[config.mk]
export PLATFORM = sky130hd
export DESIGN_NAME = rip_mem_arbiter_flat
export DESIGN_NICKNAME = d
export VERILOG_FILES = /design/src/rtl/rip_mem_arbiter_pkg.sv /design/src/rtl/rip_mem_arbiter_if.sv /design/src/rtl/rip_mem_arb_pick.sv /design/src/rtl/rip_mem_arbiter.sv /design/src/flat_wrapper.sv
export SDC_FILE = /design/constraint.sdc
export NUM_CORES = 1
export LEC_CHECK = 0
export CORE_AREA = 2 2 105 107
export CTS_BUF_LIST = sky130_fd_sc_hd__clkbuf_2
export DETAILED_ROUTE_END_ITERATION = 6
export DIE_AREA = 0 0 107 109
export REMOVE_ABC_BUFFERS = 1
export SLEW_MARGIN = 20
export SYNTH_ARGS = -nofsm -noshare
export SYNTH_HDL_FRONTEND = slang
export SYNTH_HIERARCHICAL = 1
export SYNTH_SLANG_ARGS = --single-unit
[constraint.sdc]
create_clock -name clk -period 4.15 [get_ports clk]
set_input_delay 1.0375 -clock clk [delete_from_list [all_inputs] [get_ports clk]]
set_output_delay 1.0375 -clock clk [all_outputs]
set_load 0.01 [all_outputs]
[src/rtl/rip_mem_arbiter_pkg.sv]
// Shared types for the RIP memory arbiter: requester select encoding and default starvation limit.
// The EXT select value exists only when RIP_MEM_ARB_EXT_EN is defined.
package rip_mem_arbiter_pkg;

  localparam int ARB_STARVE_LIMIT = 4;

`ifdef RIP_MEM_ARB_EXT_EN
  localparam int ARB_NREQ = 3;
`else
  localparam int ARB_NREQ = 2;
`endif

  // Bit positions inside the one-hot grant vector.
  localparam int GNT_IF  = 0;
  localparam int GNT_MA  = 1;
  localparam int GNT_EXT = 2;

  typedef enum logic [1:0] {
    ARB_NONE = 2'd0,
    ARB_IF   = 2'd1,
`ifdef RIP_MEM_ARB_EXT_EN
    ARB_EXT  = 2'd3,
`endif
    ARB_MA   = 2'd2
  } arb_sel_t;

endpackage

[src/rtl/rip_mem_arbiter_if.sv]
// Requester and BRAM-side signal bundle; master = requesters + memory, slave = arbiter.
// EXT port signals exist only with RIP_MEM_ARB_EXT_EN.
interface rip_mem_arbiter_if #(
  parameter int DATA_WIDTH = 32,
  parameter int ADDR_WIDTH = 32
);
  localparam int BE_WIDTH = DATA_WIDTH / 8;

  logic                  if_req;
  logic [ADDR_WIDTH-1:0] if_addr;
  logic                  if_gnt;
  logic                  if_rvalid;
  logic [DATA_WIDTH-1:0] if_rdata;

  logic                  ma_req;
  logic [BE_WIDTH-1:0]   ma_we;
  logic [ADDR_WIDTH-1:0] ma_addr;
  logic [DATA_WIDTH-1:0] ma_din;
  logic                  ma_gnt;
  logic                  ma_rvalid;
  logic [DATA_WIDTH-1:0] ma_rdata;

`ifdef RIP_MEM_ARB_EXT_EN
  logic                  ext_req;
  logic [BE_WIDTH-1:0]   ext_we;
  logic [ADDR_WIDTH-1:0] ext_addr;
  logic [DATA_WIDTH-1:0] ext_din;
  logic                  ext_gnt;
  logic                  ext_rvalid;
  logic [DATA_WIDTH-1:0] ext_rdata;
`endif

  logic                  mem_en;
  logic [BE_WIDTH-1:0]   mem_we;
  logic [ADDR_WIDTH-1:0] mem_addr;
  logic [DATA_WIDTH-1:0] mem_din;
  logic [DATA_WIDTH-1:0] mem_dout;

  modport master (
`ifdef RIP_MEM_ARB_EXT_EN
    output ext_req, ext_we, ext_addr, ext_din,
    input  ext_gnt, ext_rvalid, ext_rdata,
`endif
    output if_req, if_addr,
    input  if_gnt, if_rvalid, if_rdata,
    output ma_req, ma_we, ma_addr, ma_din,
    input  ma_gnt, ma_rvalid, ma_rdata,
    input  mem_en, mem_we, mem_addr, mem_din,
    output mem_dout
  );

  modport slave (
`ifdef RIP_MEM_ARB_EXT_EN
    input  ext_req, ext_we, ext_addr, ext_din,
    output ext_gnt, ext_rvalid, ext_rdata,
`endif
    input  if_req, if_addr,
    output if_gnt, if_rvalid, if_rdata,
    input  ma_req, ma_we, ma_addr, ma_din,
    output ma_gnt, ma_rvalid, ma_rdata,
    output mem_en, mem_we, mem_addr, mem_din,
    input  mem_dout
  );

endinterface

[src/rtl/rip_mem_arb_pick.sv]
// Combinational priority picker: starving IF > MA > EXT > IF; one-hot grant plus select code.
// Zero latency, no state; EXT leg present only with RIP_MEM_ARB_EXT_EN.
module rip_mem_arb_pick
  import rip_mem_arbiter_pkg::*;
(
  input  logic                if_req_i,
  input  logic                ma_req_i,
`ifdef RIP_MEM_ARB_EXT_EN
  input  logic                ext_req_i,
`endif
  input  logic                starve_i,
  output logic [ARB_NREQ-1:0] gnt_o,
  output arb_sel_t            sel_o
);

  always_comb begin
    gnt_o = '0;
    sel_o = ARB_NONE;
    if (starve_i && if_req_i) begin
      gnt_o[GNT_IF] = 1'b1;
      sel_o         = ARB_IF;
    end else if (ma_req_i) begin
      gnt_o[GNT_MA] = 1'b1;
      sel_o         = ARB_MA;
`ifdef RIP_MEM_ARB_EXT_EN
    end else if (ext_req_i) begin
      gnt_o[GNT_EXT] = 1'b1;
      sel_o          = ARB_EXT;
`endif
    end else if (if_req_i) begin
      gnt_o[GNT_IF] = 1'b1;
      sel_o         = ARB_IF;
    end
  end

endmodule

[src/rtl/rip_mem_arbiter.sv]
// Single-port RIP memory arbiter: one grant per cycle, reads return one cycle after grant, IF starvation bounded.
// Requesters hold their request until gnt; EXT requester exists only with RIP_MEM_ARB_EXT_EN.
module rip_mem_arbiter
  import rip_mem_arbiter_pkg::*;
#(
  parameter int DATA_WIDTH   = 32,
  parameter int ADDR_WIDTH   = 32,
  parameter int STARVE_LIMIT = ARB_STARVE_LIMIT
)(
  input  logic                 clk,
  input  logic                 rstn,
  rip_mem_arbiter_if.slave     bus
);

  localparam int BE_WIDTH = DATA_WIDTH / 8;

  logic [ARB_NREQ-1:0]   gnt;
  arb_sel_t              sel;
  arb_sel_t              rsp_sel_q, rsp_sel_d;
  logic [3:0]            starve_q, starve_d;
  logic                  starve;

  logic [BE_WIDTH-1:0]   mem_we;
  logic [ADDR_WIDTH-1:0] mem_addr;
  logic [DATA_WIDTH-1:0] mem_din;

  assign starve = (starve_q == 4'(STARVE_LIMIT));

  rip_mem_arb_pick u_pick (
    .if_req_i  (bus.if_req),
    .ma_req_i  (bus.ma_req),
`ifdef RIP_MEM_ARB_EXT_EN
    .ext_req_i (bus.ext_req),
`endif
    .starve_i  (starve),
    .gnt_o     (gnt),
    .sel_o     (sel)
  );

  assign bus.if_gnt = gnt[GNT_IF];
  assign bus.ma_gnt = gnt[GNT_MA];
`ifdef RIP_MEM_ARB_EXT_EN
  assign bus.ext_gnt = gnt[GNT_EXT];
`endif

  // Winner's access drives the BRAM port; a write clears the response slot so no rvalid follows.
  always_comb begin
    mem_we    = '0;
    mem_addr  = '0;
    mem_din   = '0;
    rsp_sel_d = ARB_NONE;
    case (sel)
      ARB_IF: begin
        mem_addr  = bus.if_addr;
        rsp_sel_d = ARB_IF;
      end
      ARB_MA: begin
        mem_we    = bus.ma_we;
        mem_addr  = bus.ma_addr;
        mem_din   = bus.ma_din;
        rsp_sel_d = (bus.ma_we == '0) ? ARB_MA : ARB_NONE;
      end
`ifdef RIP_MEM_ARB_EXT_EN
      ARB_EXT: begin
        mem_we    = bus.ext_we;
        mem_addr  = bus.ext_addr;
        mem_din   = bus.ext_din;
        rsp_sel_d = (bus.ext_we == '0) ? ARB_EXT : ARB_NONE;
      end
`endif
      default: ;
    endcase
  end

  assign bus.mem_en   = rstn && (gnt != '0);
  assign bus.mem_we   = mem_we;
  assign bus.mem_addr = mem_addr;
  assign bus.mem_din  = mem_din;

  always_comb begin
    starve_d = starve_q;
    if (!bus.if_req || bus.if_gnt) begin
      starve_d = 4'd0;
    end else if (!starve) begin
      starve_d = starve_q + 4'd1;
    end
  end

  always_ff @(posedge clk or negedge rstn) begin
    if (!rstn) begin
      rsp_sel_q <= ARB_NONE;
      starve_q  <= 4'd0;
    end else begin
      rsp_sel_q <= rsp_sel_d;
      starve_q  <= starve_d;
    end
  end

  assign bus.if_rvalid = (rsp_sel_q == ARB_IF);
  assign bus.if_rdata  = bus.if_rvalid ? bus.mem_dout : '0;
  assign bus.ma_rvalid = (rsp_sel_q == ARB_MA);
  assign bus.ma_rdata  = bus.ma_rvalid ? bus.mem_dout : '0;
`ifdef RIP_MEM_ARB_EXT_EN
  assign bus.ext_rvalid = (rsp_sel_q == ARB_EXT);
  assign bus.ext_rdata  = bus.ext_rvalid ? bus.mem_dout : '0;
`endif

endmodule

[src/flat_wrapper.sv]
// flat-port wrapper written by rule: the top's interface ports become plain ports
module rip_mem_arbiter_flat import rip_mem_arbiter_pkg::*;
#(
  parameter int DATA_WIDTH   = 32,
  parameter int ADDR_WIDTH   = 32,
  parameter int STARVE_LIMIT = ARB_STARVE_LIMIT
)
  (clk, rstn, bus_if_req, bus_if_addr, bus_if_gnt, bus_if_rvalid, bus_if_rdata, bus_ma_req, bus_ma_we, bus_ma_addr, bus_ma_din, bus_ma_gnt, bus_ma_rvalid, bus_ma_rdata, bus_mem_en, bus_mem_we, bus_mem_addr, bus_mem_din, bus_mem_dout);
  rip_mem_arbiter_if #(.DATA_WIDTH(DATA_WIDTH), .ADDR_WIDTH(ADDR_WIDTH)) bus_i ();
  input  logic clk;
  input  logic rstn;
  input wire logic [$bits(bus_i.if_req)-1:0] bus_if_req;
  input wire logic [$bits(bus_i.if_addr)-1:0] bus_if_addr;
  output wire logic [$bits(bus_i.if_gnt)-1:0] bus_if_gnt;
  output wire logic [$bits(bus_i.if_rvalid)-1:0] bus_if_rvalid;
  output wire logic [$bits(bus_i.if_rdata)-1:0] bus_if_rdata;
  input wire logic [$bits(bus_i.ma_req)-1:0] bus_ma_req;
  input wire logic [$bits(bus_i.ma_we)-1:0] bus_ma_we;
  input wire logic [$bits(bus_i.ma_addr)-1:0] bus_ma_addr;
  input wire logic [$bits(bus_i.ma_din)-1:0] bus_ma_din;
  output wire logic [$bits(bus_i.ma_gnt)-1:0] bus_ma_gnt;
  output wire logic [$bits(bus_i.ma_rvalid)-1:0] bus_ma_rvalid;
  output wire logic [$bits(bus_i.ma_rdata)-1:0] bus_ma_rdata;
  output wire logic [$bits(bus_i.mem_en)-1:0] bus_mem_en;
  output wire logic [$bits(bus_i.mem_we)-1:0] bus_mem_we;
  output wire logic [$bits(bus_i.mem_addr)-1:0] bus_mem_addr;
  output wire logic [$bits(bus_i.mem_din)-1:0] bus_mem_din;
  input wire logic [$bits(bus_i.mem_dout)-1:0] bus_mem_dout;
  assign bus_i.if_req = bus_if_req;
  assign bus_i.if_addr = bus_if_addr;
  assign bus_if_gnt = bus_i.if_gnt;
  assign bus_if_rvalid = bus_i.if_rvalid;
  assign bus_if_rdata = bus_i.if_rdata;
  assign bus_i.ma_req = bus_ma_req;
  assign bus_i.ma_we = bus_ma_we;
  assign bus_i.ma_addr = bus_ma_addr;
  assign bus_i.ma_din = bus_ma_din;
  assign bus_ma_gnt = bus_i.ma_gnt;
  assign bus_ma_rvalid = bus_i.ma_rvalid;
  assign bus_ma_rdata = bus_i.ma_rdata;
  assign bus_mem_en = bus_i.mem_en;
  assign bus_mem_we = bus_i.mem_we;
  assign bus_mem_addr = bus_i.mem_addr;
  assign bus_mem_din = bus_i.mem_din;
  assign bus_i.mem_dout = bus_mem_dout;
  rip_mem_arbiter #(.DATA_WIDTH(DATA_WIDTH), .ADDR_WIDTH(ADDR_WIDTH), .STARVE_LIMIT(STARVE_LIMIT)) u_core (.clk(clk), .rstn(rstn), .bus(bus_i));
endmodule
==> run metrics, run 1 <==
main area contributors after synthesis=sky130_fd_sc_hd__and2_1 (45%), sky130_fd_sc_hd__a22o_1 (20%), sky130_fd_sc_hd__dfrtp_1 (10%), sky130_fd_sc_hd__ha_1 (4.4%), sky130_fd_sc_hd__clkbuf_1 (2.4%); cell at the root of the clock tree=sky130_fd_sc_hd__clkbuf_2; Detail Placement HPWL=7.47 mm; vias per cell=3.97; Worst Reg-to-Reg Cells=10; final weighted congestion in routability-driven placement=0.767; Clock transition at path regs=0.05 ns; aggregate global-route resource usage=13.2%; core box area=0.0106 mm^2; number of synthesis warnings=6; crit-path cells=clkdlybuf4s50_1 -> a21boi_1 -> buf_4 -> ha_2 -> nor2b_4 -> buf_12 -> a22o_1 -> clkdlybuf4s15_1; Final Hold Fails=0; standard-cell row count=38; relative slew slack=77.0%; count of buffer and inverter cells on the critical path=4; number of slew-limit violations in the final report=0; highest metal layer with signal wires=met4; TNS Setup=0 ns; final clock period utilization by the worst path=96.8%; Area growth, synth to finish=206%; number of global-route vias before repair=2353; reg-to-reg critical path endpoint=u_core/rsp_sel_q[1]; met2 wire len=4.79 mm; cell area after technology mapping=0.00143 mm^2; arrival time of data at the critical path endpoint=2.98 ns; pin count of the biggest net entering global routing=37; Hold EP=u_core/starve_q[3]; register area share after synthesis=10.5%; height of the chip=109 um; number of buffer cells added on primary ports=272; Post-synth top flop=sky130_fd_sc_hd__dfrtp_1; final routed DRC violation total=0; die footprint=0.0117 mm^2; area leader, netlist=sky130_fd_sc_hd__and2_1; met3 wirelength from detailed routing=1.02 mm; final setup skew=0.00282 ns; number of cells on the worst hold path=2; Worst Hold Margin=0.573 ns; Max Clock Freq=0.249 GHz; most used standard cell by instance count after synthesis=sky130_fd_sc_hd__and2_1; flops & latches, synth=6; cell family contributing the most delay on the critical path=buffers and inverters; clock insertion delay at the later pin of the skew report=0.21 ns; worst ir drop on vdd=48.2 uV; floorplan die width=107 um; DRT met1 WL=2.80 mm; Crit Path Class=input pin to output port; CTS H-tree depth=1; Max clock buf depth=2; Hold Path Class=flip-flop to flip-flop; routed wirelength normalized by instance count=14.5 um; Antenna Nets Post-Route=0; share of Yosys cell area claimed by the top area cell type=44.5%; Worst Setup End Kind=output port; number of enable flip-flop cells after synthesis=0; slack of the worst reg-to-reg path=1.99 ns; Worst Hold Launch=u_core/starve_q[3]; proportion of layout cells with a drive suffix above 1=4.77%; syn avg cell area=7.43 um^2; number of search-and-repair iterations in the first detailed-routing pass=4; number of placed I/O pins=273; count of routing violations after the opening detailed-route iteration=101; fraction of registers with async set/reset=100%; final wirelength=8.73 mm; initial antenna violation count=0; CTS tree=yes; library cell contributing the largest single delay on the critical path=sky130_fd_sc_hd__clkdlybuf4s50_1; initial core utilization=13.5%; Inserted Clock Buffers=3; P per Cell Area=104 mW/mm^2; minimum clock period after layout=4.02 ns; number of antenna cells inserted=0; RSZ-0062 raised after global routing=false; Critical Path Source Type=input pin; grt total ovfl=0; Synth cell types=23; Max-Cap Viols=0; largest incremental delay on the critical path=0.49 ns; cell count after synthesis=193; leakage power summed over all cells=1.85 nW; total number of nets in the final design=604; global-route wire length before repair=12.3 mm; leading cell types by count after synthesis=sky130_fd_sc_hd__and2_1 (102), sky130_fd_sc_hd__a22o_1 (32), sky130_fd_sc_hd__clkbuf_1 (9), sky130_fd_sc_hd__dfrtp_1 (6), sky130_fd_sc_hd__inv_1 (6); slew at the pin closest to its max-slew limit=0.337 ns; number of vias after detailed routing=2388; critical path fanouts, max=16; data required time of the critical path=3.11 ns; result of the run=completed; sinks on the clock net=6; R2R Path Start=u_core/starve_q[0]; Worst Setup SP=bus_ma_req; number of endpoints failing setup at the final stage=0; number of filler instances in the final layout=1070
==> cells in the final DEF, fill, tap and decap left out, drive strengths merged, types with 2 or more instances in the layout <==
cell type,n
clkdlybuf4s50,240
and2,102
a22o,32
dlygate4sd2,30
buf,11
inv,6
dfrtp,6
ha,5
clkbuf,5
nand3b,4
nor2b,4
mux2i,3
clkdlybuf4s15,2
a21boi,2
==> final cells by class <==
class / instances / area (um^2) / share of cell area [%]
clock buffer: 3 / 15.0 / 0.342
inverter: 6 / 22.5 / 0.513
sequential: 6 / 150 / 3.42
tap: 140 / 175 / 3.99
timing repair buffer: 285 / 2860 / 65.0
multi-input combinational: 161 / 1180 / 26.8
==> stage by stage <==
step	cell area (um^2)	util [%]	instances	total power, W	setup slack, ns
2_1_floorplan	1320	-	173	0.000159	-0.523
3_3_place_gp	4330	40.8	596	0.000425	-0.212
3_5_place_dp	4330	40.8	596	0.000428	-0.270
4_1_cts	4320	40.7	599	0.000456	0.0552
5_1_grt	4390	41.4	601	0.000493	0.0122
6_report	4390	41.4	601	0.000459	0.133
==> timing repair <==
item | in CTS | in global routing
resized for setup | 35 | 8
gates cloned | 0 | 2
hold buffers | 0 | 0
setup buffers | 0 | 0
endpoints found under the hold margin | 0 | 0
setup endpoints to repair | 32 | 44
==> power breakdown <==
group          switching [W]  internal (W)  leakage, nW  total [W]
clock network      0.0000190     0.0000196       0.0125  0.0000386
logic               0.000121      0.000236         1.75   0.000357
registers         0.00000235     0.0000610       0.0815  0.0000634
total               0.000142      0.000317         1.85   0.000459
==> per-layer routing <==
layer,track usage [%],vias to the layer above
li1,-,1187
met1,12.6,1036
met2,27.3,157
met3,4.66,8
met4,2.23,0
met5,0,-
==> worst reg2reg max path, stage by stage, from the launching register on <==
cell and delay [ns]:
sky130_fd_sc_hd__dfrtp_1 0.41, sky130_fd_sc_hd__inv_1 0.07, sky130_fd_sc_hd__ha_1 0.18, sky130_fd_sc_hd__and3b_1 0.28, sky130_fd_sc_hd__inv_1 0.08, sky130_fd_sc_hd__a21boi_2 0.17, sky130_fd_sc_hd__inv_1 0.06, sky130_fd_sc_hd__ha_2 0.32
sky130_fd_sc_hd__nor2b_4 0.18, sky130_fd_sc_hd__clkbuf_16 0.20, sky130_fd_sc_hd__and2_1 0.14
==> worst max-delay path by stage <==
stage | slack, ns | to | depth (start not counted)
finish | 0.13 | bus_mem_addr[21] | 8
global route | 0.01 | bus_mem_addr[2] | 8
detailed placement | -0.27 | bus_mem_addr[21] | 8
floorplan | -0.52 | bus_mem_addr[0] | 4
global placement | -0.21 | bus_mem_addr[27] | 8
CTS | 0.06 | bus_mem_din[20] | 7
==> kinds of logic after synthesis <==
group | count (synthesis) | share of synthesized area, %
DFF | 6 | 10.5
adders and majority gates | 5 | 4.36
and+or+nand+nor | 117 | 51.7
buffers and inverters | 26 | 9.60
AOI/OAI and AO/OA | 36 | 21.7
muxes | 3 | 2.09
==> state kept, by name (all words and copies together) (netlist names) <==
register,cells
u_core/starve_q,4
u_core/rsp_sel_q,2
No activity file was read; power rests on OpenSTA's default activity.
==> run 2: changes to the inputs <==
--- a/config.mk
+++ b/config.mk
@@ -9,6 +9,7 @@
 export CTS_BUF_LIST = sky130_fd_sc_hd__clkbuf_2
 export DETAILED_ROUTE_END_ITERATION = 6
 export DIE_AREA = 0 0 107 109
+export GPL_ROUTABILITY_DRIVEN = 0
 export REMOVE_ABC_BUFFERS = 1
 export SLEW_MARGIN = 20
 export SYNTH_ARGS = -nofsm -noshare
==> results of run 2 <==
No change in the layout: final DEF, timing and power equal those of run 1.
==> run 3: changes to the inputs <==
--- a/config.mk
+++ b/config.mk
@@ -9,7 +9,6 @@
 export CTS_BUF_LIST = sky130_fd_sc_hd__clkbuf_2
 export DETAILED_ROUTE_END_ITERATION = 6
 export DIE_AREA = 0 0 107 109
-export GPL_ROUTABILITY_DRIVEN = 0
 export REMOVE_ABC_BUFFERS = 1
 export SLEW_MARGIN = 20
 export SYNTH_ARGS = -nofsm -noshare
==> results of run 3 <==
No change in the layout: final DEF, timing and power equal those of run 1.
